===== config.mk =====
export PLATFORM = sky130hd
export DESIGN_NAME = ram_dual_port_gen2
export DESIGN_NICKNAME = d
export VERILOG_FILES = /design/src/rtl/ram_pkg.sv /design/src/rtl/ram_read_pipe.sv /design/src/rtl/ram_dual_port_gen2.sv
export SDC_FILE = /design/constraint.sdc
export NUM_CORES = 2
export LEC_CHECK = 0
export BUFFER_PORTS_ARGS = -buffer_cell sky130_fd_sc_hd__buf_4
export CORE_MARGIN = 1
export CORE_UTILIZATION = 23
export DETAILED_ROUTE_END_ITERATION = 12
export PLACE_DENSITY = 0.47
export SKIP_CTS_REPAIR_TIMING = 1
export SLEW_MARGIN = 25
export SYNTH_ARGS = -nofsm -noshare
export SYNTH_HDL_FRONTEND = slang
export SYNTH_SLANG_ARGS = --single-unit
export TNS_END_PERCENT = 100

===== constraint.sdc =====
create_clock -name clk -period 2.28 [get_ports clk]
set_input_delay 0.456 -clock clk [delete_from_list [all_inputs] [get_ports clk]]
set_output_delay 0.456 -clock clk [all_outputs]
set_load 0.03 [all_outputs]

===== src/rtl/ram_pkg.sv =====
`default_nettype none
// ============================================================================
// Module : ram_pkg -- shared constants and clear-FSM encoding for the RAM
// Rev    : 1.0
// ============================================================================
package ram_pkg;

  // Read-during-write modes for the WRITE_FIRST parameter
  localparam int RD_OLD = 0;
  localparam int RD_NEW = 1;

  localparam int RD_LATENCY_MIN = 1;
  localparam int RD_LATENCY_MAX = 2;

  typedef enum logic [0:0] {
    CLEAR = 1'b0,
    READY = 1'b1
  } clr_state_t;

endpackage : ram_pkg
`default_nettype wire


===== src/rtl/ram_read_pipe.sv =====
`default_nettype none
// ============================================================================
// Module : ram_read_pipe -- per-port q/valid register stage(s), 1 or 2 deep
// Rev    : 1.0
// ============================================================================
module ram_read_pipe
  import ram_pkg::*;
#(
  parameter int DATA_WIDTH = 8,
  parameter int RD_LATENCY = 1
) (
  input  logic                  clk,
  input  logic                  rst,
  input  logic                  rd_en,
  input  logic [DATA_WIDTH-1:0] rd_data,
  output logic [DATA_WIDTH-1:0] q,
  output logic                  valid
);

  generate
    if (RD_LATENCY == RD_LATENCY_MIN) begin : g_lat1
      logic [DATA_WIDTH-1:0] q_q, q_d;
      logic                  valid_q, valid_d;

      always_comb begin
        q_d     = q_q;
        valid_d = rd_en;
        if (rd_en) q_d = rd_data;
      end

      always_ff @(posedge clk or posedge rst) begin
        if (rst) begin
          q_q     <= '0;
          valid_q <= 1'b0;
        end else begin
          q_q     <= q_d;
          valid_q <= valid_d;
        end
      end

      assign q     = q_q;
      assign valid = valid_q;
    end else if (RD_LATENCY == RD_LATENCY_MAX) begin : g_lat2
      logic [DATA_WIDTH-1:0] s1_data_q, s1_data_d, q_q, q_d;
      logic                  s1_valid_q, s1_valid_d, valid_q, valid_d;

      // Both stages hold their data when idle, so q keeps its last value
      always_comb begin
        s1_valid_d = rd_en;
        s1_data_d  = rd_en ? rd_data : s1_data_q;
        valid_d    = s1_valid_q;
        q_d        = s1_valid_q ? s1_data_q : q_q;
      end

      always_ff @(posedge clk or posedge rst) begin
        if (rst) begin
          s1_data_q  <= '0;
          s1_valid_q <= 1'b0;
          q_q        <= '0;
          valid_q    <= 1'b0;
        end else begin
          s1_data_q  <= s1_data_d;
          s1_valid_q <= s1_valid_d;
          q_q        <= q_d;
          valid_q    <= valid_d;
        end
      end

      assign q     = q_q;
      assign valid = valid_q;
    end else begin : g_bad_latency
      $error("ram_read_pipe: RD_LATENCY must be 1 or 2");
      assign q     = '0;
      assign valid = 1'b0;
    end
  endgenerate

endmodule : ram_read_pipe
`default_nettype wire


===== src/rtl/ram_dual_port_gen2.sv =====
`default_nettype none
// ============================================================================
// Module : ram_dual_port_gen2 -- single-clock true dual-port RAM with
//          configurable read latency / read-during-write and collision flag.
//          Define RAM_CLEAR_EN for the post-reset memory clear.
// Rev    : 1.0
// ============================================================================
module ram_dual_port_gen2
  import ram_pkg::*;
#(
  parameter int DATA_WIDTH    = 8,
  parameter int ADDRESS_WIDTH = 8,
  parameter int RD_LATENCY    = 1,
  parameter int WRITE_FIRST   = RD_OLD
) (
  input  logic                     clk,
  input  logic                     rst,
  input  logic                     enA,
  input  logic                     weA,
  input  logic [ADDRESS_WIDTH-1:0] addrA,
  input  logic [DATA_WIDTH-1:0]    dataA,
  output logic [DATA_WIDTH-1:0]    qA,
  output logic                     validA,
  input  logic                     enB,
  input  logic                     weB,
  input  logic [ADDRESS_WIDTH-1:0] addrB,
  input  logic [DATA_WIDTH-1:0]    dataB,
  output logic [DATA_WIDTH-1:0]    qB,
  output logic                     validB,
  output logic                     collision,
  output logic                     init_busy
);

  localparam int DEPTH = 1 << ADDRESS_WIDTH;

  logic [DATA_WIDTH-1:0]    mem [DEPTH];
  logic                     ports_ready;
  logic                     clr_we;
  logic [ADDRESS_WIDTH-1:0] clr_addr;

`ifdef RAM_CLEAR_EN
  clr_state_t               state_q;
  logic [ADDRESS_WIDTH-1:0] clr_cnt_q;
  logic                     init_busy_q;

  always_ff @(posedge clk or posedge rst) begin
    if (rst) begin
      state_q     <= CLEAR;
      clr_cnt_q   <= '0;
      init_busy_q <= 1'b1;
    end else begin
      case (state_q)
        CLEAR: begin
          clr_cnt_q <= clr_cnt_q + 1'b1;
          if (clr_cnt_q == '1) begin
            state_q     <= READY;
            init_busy_q <= 1'b0;
          end
        end
        READY: state_q <= READY;
      endcase
    end
  end

  assign ports_ready = (state_q == READY);
  assign clr_we      = (state_q == CLEAR);
  assign clr_addr    = clr_cnt_q;
  assign init_busy   = init_busy_q;
`else
  assign ports_ready = 1'b1;
  assign clr_we      = 1'b0;
  assign clr_addr    = '0;
  assign init_busy   = 1'b0;
`endif

  logic                  same_addr;
  logic                  wr_a, wr_b, rd_a, rd_b;
  logic [DATA_WIDTH-1:0] rd_data_a, rd_data_b;
  logic                  collision_d, collision_q;

  always_comb begin
    same_addr = (addrA == addrB);
    wr_a      = ports_ready & enA & weA;
    rd_a      = ports_ready & enA & ~weA;
    rd_b      = ports_ready & enB & ~weB;
    // Port A wins a same-address write race; B's write is dropped
    wr_b      = ports_ready & enB & weB & ~(wr_a & same_addr);

    rd_data_a = mem[addrA];
    rd_data_b = mem[addrB];
    if (WRITE_FIRST == RD_NEW) begin
      if (wr_b && same_addr) rd_data_a = dataB;
      if (wr_a && same_addr) rd_data_b = dataA;
    end

    collision_d = ports_ready & enA & enB & same_addr & (weA | weB);
  end

  // Array is deliberately not reset; rst only blocks writes while asserted
  always_ff @(posedge clk) begin
    if (!rst) begin
      if (clr_we) mem[clr_addr] <= '0;
      if (wr_a)   mem[addrA]    <= dataA;
      if (wr_b)   mem[addrB]    <= dataB;
    end
  end

  always_ff @(posedge clk or posedge rst) begin
    if (rst) collision_q <= 1'b0;
    else     collision_q <= collision_d;
  end

  assign collision = collision_q;

  ram_read_pipe #(
    .DATA_WIDTH (DATA_WIDTH),
    .RD_LATENCY (RD_LATENCY)
  ) u_pipe_a (
    .clk     (clk),
    .rst     (rst),
    .rd_en   (rd_a),
    .rd_data (rd_data_a),
    .q       (qA),
    .valid   (validA)
  );

  ram_read_pipe #(
    .DATA_WIDTH (DATA_WIDTH),
    .RD_LATENCY (RD_LATENCY)
  ) u_pipe_b (
    .clk     (clk),
    .rst     (rst),
    .rd_en   (rd_b),
    .rd_data (rd_data_b),
    .q       (qB),
    .valid   (validB)
  );

endmodule : ram_dual_port_gen2
`default_nettype wire


==> impl_metrics.py <==
metrics = {
    "finish": {
        "layout-drive-gt1-share_pct": 64.8,
        "multi_input_area_um2": 63700,
        "num-fill-cells": 52672,
        "nNetsFinal": 9504,
        "final_cells": 16862,
        "postLayoutCellArea_um2": 168000,
        "layout_commonest_cell": "edfxtp_1",
        "register_area_um2": 62000,
        "final_cell_mix": "2048 x edfxtp_1, 1793 x mux2_2, 1499 x buf_4",
        "area_growth_pct": 35.2,
    },
    "setup_path": {
        "end_kind": "flip-flop",
        "r2r-start": "mem[126][1]",
        "r2r_slack_ns": -0.68,
        "start_kind": "flip-flop",
        "critPathRequiredTime_ns": 3.11,
        "rr_worst_depth": 8,
        "rr_endpoint": "u_pipe_a.q[1]",
        "cp.arrival_ns": 3.79,
        "path_class": "reg -> reg",
        "crit_fanout": 2,
    },
    "placement": {
        "numPortBuffers": 56,
        "placedCellCount": 16247,
        "place_area_um2": 155000,
        "place_hpwl_mm": 448,
        "place.gp.congestion": 0.949,
    },
    "worst_hold_path": {
        "hold_path_class": "in -> reg",
        "hp-start": "weB",
        "holdPathStages": 4,
        "min_to": "u_pipe_b.valid",
    },
    "clocking": {
        "clockBufferDepth": 4,
        "clkSlewWorstSetupHoldPaths_ns": 0.05,
        "cts_buffers": 269,
        "cts_max_level": 5,
        "cts_root_buffer": "clkbuf_16",
        "insertion_delay_ns": 0.96,
        "cts_tree": "yes",
        "cts_sinks": 2067,
    },
    "timing": {
        "slew_headroom_pct": 30.1,
        "setup_viol": 451,
        "tns_ns": -19.24,
        "max_slew.worst_pin.slew_ns": 1.05,
        "setup_slack_ns": -0.678,
        "final_max_slew_viol_count": 0,
        "max_freq_mhz": 338,
        "hold_viol": 0,
        "min_period_over_period_pct": 130,
        "holdWs_ns": 0.0701,
        "rsz0062_at_grt": "yes",
        "finalCriticalPeriod_ns": 2.96,
        "skew_ns": 0.0618,
    },
    "die": {
        "core_area_um2": 536000,
        "dieHeight_um": 736,
        "rows": 269,
        "fp.dieW_um": 736,
        "dieArea_um2": 542000,
        "io_pins": 58,
        "start_util_pct": 23.1,
    },
    "synth": {
        "async_reset_ff_share_pct": 0.919,
        "yosys.area_share.simple_pct": 3.27,
        "seq_area_frac_synth_pct": 50.0,
        "synth_compound_area_share_pct": 3.90,
        "synth-edff-count": 2048,
        "yosys_warnings": 0,
        "synth.avg_cell_area_um2": 15.6,
        "synth-main-ff-cell": "edfxtp_1",
        "ys_ff_latch": 2067,
        "netlist_instances": 7931,
        "synth-adder-area-share_pct": 0,
        "syn_area_um2": 124000,
        "synth_nets": 7969,
        "synthMuxAreaShare_pct": 39.4,
        "synth-xor-area-share_pct": 0.0565,
        "synth.distinct_cells": 78,
        "synth_top_family_by_area": "multiplexers",
    },
    "routing": {
        "via_per_inst": 5.41,
        "final_antenna_net_count": 0,
        "route.detailed.drc": 15,
        "vias": 91188,
        "drt_iter0_drc": 11402,
        "first_pass_iters": 11,
        "wl_mm": 620,
        "detail_route.wl_per_cell_um": 36.8,
    },
    "job": {
        "maxCapViolations": 0,
    },
    "pwr": {
        "p_leak_nw": 56.9,
        "power_mw": 98.9,
        "power.density_nw_per_um2": 590,
        "ir_drop_mv": 0.547,
    },
    "grt": {
        "grt_antenna_before_repair": 44,
        "grt_overflow": 0,
        "grt_max_degree": 80,
        "grt_pass1_wl_mm": 818,
        "grt_usage_pct": 21.8,
        "grt_pass1_vias": 90050,
    },
    "outcome": {
        "violations": "DRC, setup timing",
        "status": "finished, violations left",
    },
}
==> per-stage QoR <==
step / setup slack, ns / utilization [%]
after global placement: -2.16 / 28.9
after CTS: -1.13 / 30.4
final: -0.678 / 31.2
after detailed placement: -2.13 / 28.9
after global routing: -0.644 / 31.2
after floorplan: -0.352 / -
==> sequential cells by signal, indices dropped and copies added, names as in the netlist <==
name and count:
collision 1, mem 2048, u_pipe_a.q 8, u_pipe_a.valid 1
u_pipe_b.q 8, u_pipe_b.valid 1
==> layer usage <==
metal | part of all wire (%) | vias to the layer above | track usage (%)
li1 | - | 35659 | -
met1 | 41 | 49260 | 29.6
met5 | 0.021 | - | 0
met4 | 5.1 | 20 | 9.44
met3 | 9.3 | 1083 | 4.51
met2 | 45 | 5166 | 33.7
==> cell type report <==
cell class,instances,area share (%)
multi-input combinational,4943,38.0
sequential,2067,37.0
timing repair buffer,2177,14.5
tap,7181,5.36
clock buffer,334,4.28
clock inverter,139,0.769
inverter,8,0.0306
antenna,13,0.0194
==> synthesized netlist by cell type, drive strengths merged, types with 4 or more instances <==
cell     count  area, um^2
mux2      2057       23200
edfxtp    2048       61500
mux4      1006       22700
clkbuf     613        2300
nand2      423        1750
buf        306        1840
mux2i      297        2970
o21ai      208        1040
nor2       164         826
a22oi      145        1090
o22ai      142         888
nand3       74         370
a21oi       64         320
a32oi       45         394
a31oi       27         169
nand4       27         169
nor2b       24         150
nor3        23         125
dfrtp       19         475
a211oi      17         128
and3        17         106
a22o        16         140
nand2b      16         100
a2111oi     11         104
or2         11        68.8
nor4        10        68.8
o22a        10        87.6
o2111ai      9        78.8
a221oi       8        70.1
and2         8        50.1
xor2         8        70.1
o211ai       7        52.6
inv          6        22.5
nand4b       6        52.6
a21o         5        37.5
o221ai       5        43.8
nand3b       4        30.0
nand4bb      4        45.0
o41ai        4        35.0
or3b         4        35.0
==> how the worst max path moves through the flow <==
stage / start / end / slack [ns] / cells after the start
detailed placement: addrB[0] / u_pipe_b.q[7] / -2.13 / 12
finish: mem[126][1] / u_pipe_a.q[1] / -0.68 / 8
floorplan: addrA[0] / u_pipe_a.q[6] / -0.35 / 9
CTS: addrB[0] / u_pipe_b.q[7] / -1.13 / 12
global route: mem[126][1] / u_pipe_a.q[1] / -0.64 / 8
global placement: addrB[0] / u_pipe_b.q[7] / -2.16 / 12
==> kinds of logic (layout without fill, tap and decap cells) <==
logic type,Yosys count,count (layout)
buffers and inverters,927,2658
AND/OR/NAND/NOR,828,834
other,1,14
flip-flops,2067,2067
AO/OA/AOI/OAI,740,740
XOR/XNOR,8,8
multiplexers,3360,3360
==> critical path: stages (launching register included) <==
cell and delay [ns]:
edfxtp_1 0.43, mux4_2 0.56, nor3b_4 0.19, a31oi_4 0.22, o211ai_1 0.14, a21oi_2 0.28, nand4_1 0.42, buf_4 0.30
o32a_1 0.32
==> where the power goes <==
| part | switching (mW) | internal, mW |
|---|---|---|
| Sequential | 0.304 | 41.9 |
| Clock | 18.1 | 24.6 |
| Combinational | 8.03 | 6.09 |
| Total | 26.4 | 72.5 |
Note: power is estimated with default switching activity, not from simulation.
